### src/rtl/ir_arith_pkg.sv
// Shared definitions for the multi-precision add/subtract sequencer:
// operation encodings, FSM state type and the word-counter width helper.
package ir_arith_pkg;

  localparam logic [1:0] OP_ADD = 2'b00;
  localparam logic [1:0] OP_ADC = 2'b01;
  localparam logic [1:0] OP_SUB = 2'b10;
  localparam logic [1:0] OP_SBC = 2'b11;

  typedef enum logic [1:0] {
    IDLE = 2'd0,
    RUN  = 2'd1,
    DONE = 2'd2
  } state_e;

  // Word counter needs at least one bit even for a single-word operand.
  function automatic int cnt_width(input int words);
    int w;
    w = $clog2(words);
    return (w < 1) ? 1 : w;
  endfunction

  function automatic logic op_is_sub(input logic [1:0] op);
    return (op == OP_SUB) || (op == OP_SBC);
  endfunction

  function automatic logic op_uses_cin(input logic [1:0] op);
    return (op == OP_ADC) || (op == OP_SBC);
  endfunction

endpackage

### src/rtl/ir_addsub_word.sv
// Combinational N-bit add-with-carry / subtract-with-borrow word unit.
// In SUB mode COUT is the borrow-out (bit N of the (N+1)-bit difference).
module ir_addsub_word #(
  parameter int N = 8
) (
  input  logic [N-1:0] A,
  input  logic [N-1:0] B,
  input  logic         CIN,
  input  logic         SUB,
  output logic [N-1:0] C,
  output logic         COUT
);

  logic [N:0] res;

  always_comb begin
    res = '0;
    if (SUB) begin
      res = {1'b0, A} - {1'b0, B} - {{N{1'b0}}, CIN};
    end else begin
      res = {1'b0, A} + {1'b0, B} + {{N{1'b0}}, CIN};
    end
  end

  assign C    = res[N-1:0];
  assign COUT = res[N];

endmodule

### src/rtl/ir_mp_addsub_seq.sv
// Multi-precision add/subtract sequencer: one shared word unit walks the
// WORDS words of the operands from least significant upward, one per cycle.
module ir_mp_addsub_seq
  import ir_arith_pkg::*;
#(
  parameter int N     = 8,
  parameter int WORDS = 4
) (
  input  logic                 CLK,
  input  logic                 RESET,
  input  logic                 IN_VALID,
  output logic                 IN_READY,
  input  logic [1:0]           OP,
  input  logic                 CIN,
  input  logic [N*WORDS-1:0]   A,
  input  logic [N*WORDS-1:0]   B,
  output logic                 OUT_VALID,
  input  logic                 OUT_READY,
  output logic [N*WORDS-1:0]   C,
  output logic                 COUT,
  output logic [1:0]           STATE_DBG
);

  localparam int W  = N * WORDS;
  localparam int KW = cnt_width(WORDS);
  localparam logic [KW-1:0] K_LAST = KW'(WORDS - 1);

  // Handshakes: a transfer happens on a rising edge where valid & ready are
  // both high; valid never waits on ready, and IN_VALID outside IDLE is dropped.
  state_e          state_q;
  logic            in_ready_q;
  logic            out_valid_q;
  logic [W-1:0]    a_q;
  logic [W-1:0]    b_q;
  logic            sub_q;
  logic            cy_q;
  logic [KW-1:0]   k_q;
  logic [W-1:0]    c_q;
  logic            cout_q;

  logic [N-1:0]    a_word;
  logic [N-1:0]    b_word;
  logic [N-1:0]    w_c;
  logic            w_cout;

  always_comb begin
    a_word = '0;
    b_word = '0;
    a_word = a_q[int'(k_q)*N +: N];
    b_word = b_q[int'(k_q)*N +: N];
  end

  ir_addsub_word #(
    .N(N)
  ) u_word (
    .A    (a_word),
    .B    (b_word),
    .CIN  (cy_q),
    .SUB  (sub_q),
    .C    (w_c),
    .COUT (w_cout)
  );

  always_ff @(posedge CLK) begin
    if (RESET) begin
      state_q     <= IDLE;
      in_ready_q  <= 1'b1;
      out_valid_q <= 1'b0;
      a_q         <= '0;
      b_q         <= '0;
      sub_q       <= 1'b0;
      cy_q        <= 1'b0;
      k_q         <= '0;
      c_q         <= '0;
      cout_q      <= 1'b0;
    end else begin
      case (state_q)
        IDLE: begin
          if (IN_VALID) begin
            a_q        <= A;
            b_q        <= B;
            sub_q      <= op_is_sub(OP);
            cy_q       <= op_uses_cin(OP) ? CIN : 1'b0;
            k_q        <= '0;
            in_ready_q <= 1'b0;
            state_q    <= RUN;
          end
        end
        RUN: begin
          c_q[int'(k_q)*N +: N] <= w_c;
          cy_q                  <= w_cout;
          if (k_q == K_LAST) begin
            cout_q      <= w_cout;
            out_valid_q <= 1'b1;
            state_q     <= DONE;
          end else begin
            k_q <= k_q + KW'(1);
          end
        end
        DONE: begin
          // Result is held until the consumer takes it.
          if (OUT_READY) begin
            out_valid_q <= 1'b0;
            in_ready_q  <= 1'b1;
            state_q     <= IDLE;
          end
        end
        default: begin
          out_valid_q <= 1'b0;
          in_ready_q  <= 1'b1;
          state_q     <= IDLE;
        end
      endcase
    end
  end

  assign IN_READY  = in_ready_q;
  assign OUT_VALID = out_valid_q;
  assign C         = c_q;
  assign COUT      = cout_q;
  assign STATE_DBG = state_q;

endmodule

### config.mk
export PLATFORM = sky130hd
export DESIGN_NAME = ir_mp_addsub_seq
export DESIGN_NICKNAME = d
export VERILOG_FILES = /design/src/rtl/ir_arith_pkg.sv /design/src/rtl/ir_addsub_word.sv /design/src/rtl/ir_mp_addsub_seq.sv
export SDC_FILE = /design/constraint.sdc
export NUM_CORES = 1
export LEC_CHECK = 0
export ABC_AREA = 1
export CORE_ASPECT_RATIO = 0.8
export CORE_MARGIN = 1.5
export CORE_UTILIZATION = 29
export CTS_CLUSTER_SIZE = 40
export DETAILED_ROUTE_END_ITERATION = 8
export PLACE_DENSITY = 0.48
export RECOVER_POWER = 25
export SYNTH_ARGS = -nofsm -noshare
export SYNTH_HDL_FRONTEND = slang
export SYNTH_SLANG_ARGS = --single-unit
export TNS_END_PERCENT = 5
### constraint.sdc
create_clock -name CLK -period 4.52 [get_ports CLK]
set_clock_uncertainty 0.15 [all_clocks]
set_input_delay 0.904 -clock CLK [delete_from_list [all_inputs] [get_ports CLK]]
set_output_delay 0.904 -clock CLK [all_outputs]
set_load 0.05 [all_outputs]
==> results.rst <==
.. list-table::
   :header-rows: 1

   * - Metric
     - Value
   * - Outcome
     - finished, violations left
   * - Violated checks
     - capacitance limit, slew limit
   * - Die X
     - approximately 150 microns
   * - Worst Path Max Fanout
     - 41
   * - Highest clock rate
     - 0.276 GHz
   * - CTS buffer count
     - 9
   * - Critical path start-end classification
     - flip-flop to flip-flop
   * - Leading cell type in the layout, fill and taps excluded
     - nor2_1
   * - DR DRC count
     - 0
   * - Compound-Gate Fraction of Synth Area
     - 0.173
   * - Register clock-pin slew on the reported worst setup and hold paths
     - 0.07 ns
   * - Dominant delay contributor by cell family on the critical path
     - simple AND/OR/NAND/NOR gates
   * - Sort of element at the start of the critical path
     - flip-flop
   * - Sum of negative setup slack
     - 0 ns
   * - Max Cap Violations
     - 1
   * - Cell area after synthesis
     - roughly 5200 sq um
   * - Slack of the worst reg-to-reg path
     - roughly 0.90 ns
   * - Total number of placement rows
     - 43
   * - Flop and latch count out of synthesis
     - about 110
   * - Area of the multi-input gates
     - around 2800 sq um
   * - Vias per cell
     - ~4.7
   * - Number of antenna violations at the first check in global routing
     - 0
   * - Max transition margin
     - -0.0803
   * - H-tree depth
     - 3
   * - Die area
     - 18,900 sq um
   * - Final-report max-slew violation count
     - 37
   * - Count of buffers added by post-CTS timing repair for setup
     - 0
   * - Cell chosen for the clock root
     - clkbuf_16
   * - Worst reg2reg startpoint
     - k_q[0]
   * - Overall overflow remaining after global route
     - 0
   * - Time the worst path needs with I/O delays and setup
     - between 3 and 4 ns
   * - Number of routed nets with antenna violations
     - 0
   * - Start point of the worst min-delay path
     - C[16]
   * - Post-synthesis area per instance
     - between 7 and 8 sq um
   * - Starting Density
     - 0.299
   * - Wirelength per Cell
     - ~15 microns
   * - CP bufs+invs
     - 5
   * - Synthesized-area fraction occupied by adder cells
     - 0.0749
   * - Via count of the first global-routing pass
     - ~5,000
   * - End point of the most critical hold path
     - C[16]
   * - Min-Delay Path Class
     - flip-flop to flip-flop
   * - Sequential area share after synthesis
     - 0.400
   * - Total design power
     - roughly 0.0027 W
   * - Pleak
     - 2.82 nW
   * - Count of final hold-check violations
     - 0
   * - Placeable core region
     - ~18,000 sq um
   * - Weighted congestion reported at the end of routability-driven placement
     - approximately 0.83
   * - Via count
     - around 5,000
   * - Critical path's slowest cell
     - inv_2
   * - Crit path setup slack, layout
     - 0.896 ns
   * - Hold path cells
     - 2
   * - Number of standard cells after synthesis
     - ~740
   * - Pin count of the biggest net entering global routing
     - 70
   * - Iter 0 DRT Violations
     - around 250
   * - Leading cell types in the layout, fill and taps excluded
     - nor2_1, nand2_1, dfxtp_1, o21ai_0, clkdlybuf4s50_1
   * - Layout cell share with drive strength beyond 1
     - 0.0674
   * - Cell occurring most often along the worst timing path
     - nand2_1
   * - First-pass GRT wire length
     - 25,200 microns
   * - Post-Route WL
     - between 15,000 and 20,000 microns
   * - Slew of the pin with the lowest slew margin
     - around 1.6 ns
   * - FF/Latch Area
     - between 2000 and 2500 sq um
   * - Area delta synth->final
     - 29.5%
   * - Post-synthesis share of cell area spent on and, or, nand and nor gates
     - 0.279
   * - Gr usage total
     - 0.170
   * - # nets final
     - 926
   * - Largest stage delay on the critical path
     - between 0.5 and 0.6 ns
   * - Cell breakdown of the critical path
     - inv_2, nand2_1, a32oi_1, inv_1, ha_1, inv_1, ha_1, nand2_1, clkinv_1, nand4_1, nand3_1, nand2_1, inv_1, o21ai_1, nand2_1, nor2_2, nand3_1, a21oi_1
   * - Number of cells upsized or downsized after cts
     - 0
   * - Reg-to-reg endpoint
     - C[30]
   * - Data arrival time of the critical path
     - approximately 3.7 ns
   * - First-pass iteration count of the detailed router
     - 5
   * - Worst setup timing slack at the placement stage
     - a little under 1 ns
   * - Number of failing setup endpoints in the final timing report
     - 0
   * - Ratio of total power to cell area
     - about 400 nW/um^2
   * - Number of distinct standard cells referenced by the synthesized netlist
     - 37
   * - Parity-gate share of the synthesized area counting xor and xnor cells
     - 0.00334
   * - Clock tree from TritonCTS
     - done
   * - Die height
     - between 100 and 150 microns
   * - Final instance area
     - 6800 sq um
   * - Fillers
     - 1,842
   * - Antenna diodes
     - 0
   * - Number of primary I/O pins
     - between 100 and 150
   * - Count of hold-fix buffers inserted at cts
     - 0
   * - Unrepaired setup endpoints after global routing
     - no
   * - Largest family of logic cells by synthesized area
     - simple AND/OR/NAND/NOR gates
   * - Clk buf depth
     - 2
   * - Number of clock sinks
     - approximately 110
   * - Final worst path period share
     - 0.802
   * - Final HPWL DP
     - ~12,000 microns
   * - Synthesized net count
     - 839
   * - Port Buf Inserts
     - 107
   * - Synth warn
     - 0
   * - Data required time of the critical path
     - between 4 and 5 ns
   * - Worst-Skew Late Latency
     - between 0.3 and 0.4 ns
   * - Share of cell area taken by muxes after synthesis
     - 0
   * - Worst-case vdd ir drop
     - approximately 0.18 mV
   * - Placed cell areas
     - between 6000 and 7000 sq um
   * - Number of cells on the worst reg-to-reg path
     - 18
   * - Kind of end point of the critical path
     - flip-flop
==> state kept, by name (all words and copies together) (netlist names) <==
signal     cells
OUT_VALID      1
COUT           1
k_q            2
b_q           32
C             32
cy_q           1
STATE_DBG      2
IN_READY       1
a_q           32
sub_q          1
==> where the power goes <==
part           leakage (nW)  internal, W  switching, W
clock                 0.151     0.000441      0.000377
combinational          1.80     0.000320      0.000564
sequential            0.863     0.000986     0.0000361
total                  2.82      0.00175      0.000977
==> kinds of logic (layout without fill, tap and decap cells) <==
group / Yosys count / after routing
xor+xnor: 2 / 2
fa+ha+maj: 29 / 29
buf+inv: 94 / 186
flops: 105 / 105
simple gates: 344 / 344
compound gates: 165 / 165
==> area by class of cell <==
type / instances / share of cell area
multi-input combinational: 540 / 0.409
tap: 225 / 0.0414
sequential: 105 / 0.309
timing repair buffer: 113 / 0.163
clock buffer: 9 / 0.0331
inverter: 57 / 0.0315
clock inverter: 7 / 0.0125
==> per-stage QoR <==
| stage | instances | hold WS, ns | utilization |
|---|---|---|---|
| after CTS | 1056 | 0.319 | 0.389 |
| after global placement | 1040 | 0.307 | 0.371 |
| final | 1056 | 0.315 | 0.387 |
| after detailed placement | 1040 | 0.308 | 0.371 |
| after floorplan | 739 | 0.300 | - |
| after global routing | 1056 | 0.332 | 0.387 |
==> metal layers <==
layer | up-vias | GRT usage | wire length [microns]
met5 | - | 0 | 0
met4 | 0 | 0.0382 | 144
met3 | 12 | 0.0379 | 679
met2 | 91 | 0.266 | 6540
met1 | 2305 | 0.240 | 8050
li1 | 2578 | - | -
==> how the worst max path moves through the flow <==
stage            from    end  depth (start not counted)
3_5_place_dp   k_q[0]  C[14]                         17
4_1_cts        k_q[0]  C[30]                         18
3_3_place_gp   k_q[0]  C[14]                         17
2_1_floorplan  k_q[0]  C[30]                         16
5_1_grt        k_q[0]  C[30]                         17
6_report       k_q[0]  C[30]                         18
==> cells in the mapped netlist, drive strengths merged <==
| cell type | count | area, sq um |
|---|---|---|
| ha | 25 | 313 |
| o21ai | 93 | 465 |
| nand3 | 30 | 193 |
| nor2 | 177 | 677 |
| clkinv | 1 | 3.75 |
| buf | 16 | 75.1 |
| nand4 | 6 | 37.5 |
| nand2 | 124 | 488 |
| fa | 4 | 80.1 |
| nor4 | 1 | 21.3 |
| and2 | 2 | 15.0 |
| o21bai | 3 | 22.5 |
| a31oi | 2 | 12.5 |
| o22ai | 8 | 56.3 |
| inv | 56 | 210 |
| a22oi | 1 | 7.51 |
| a32oi | 8 | 70.1 |
| a21oi | 48 | 252 |
| dfxtp | 105 | 2100 |
| clkbuf | 21 | 78.8 |
| o31ai | 1 | 12.5 |
| nor3 | 4 | 31.3 |
| o21a | 1 | 7.51 |
| xor2 | 2 | 17.5 |
==> worst reg2reg max path: cells and delay by family, from the launching register on <==
kind / cells / cell delay (ns)
buffers and inverters: 5 / 0.80
DFF: 1 / 0.32
AOI/OAI and AO/OA: 3 / 0.67
and+or+nand+nor: 8 / 0.87
adders and majority gates: 2 / 0.72
(Power assumes the default switching activity.)
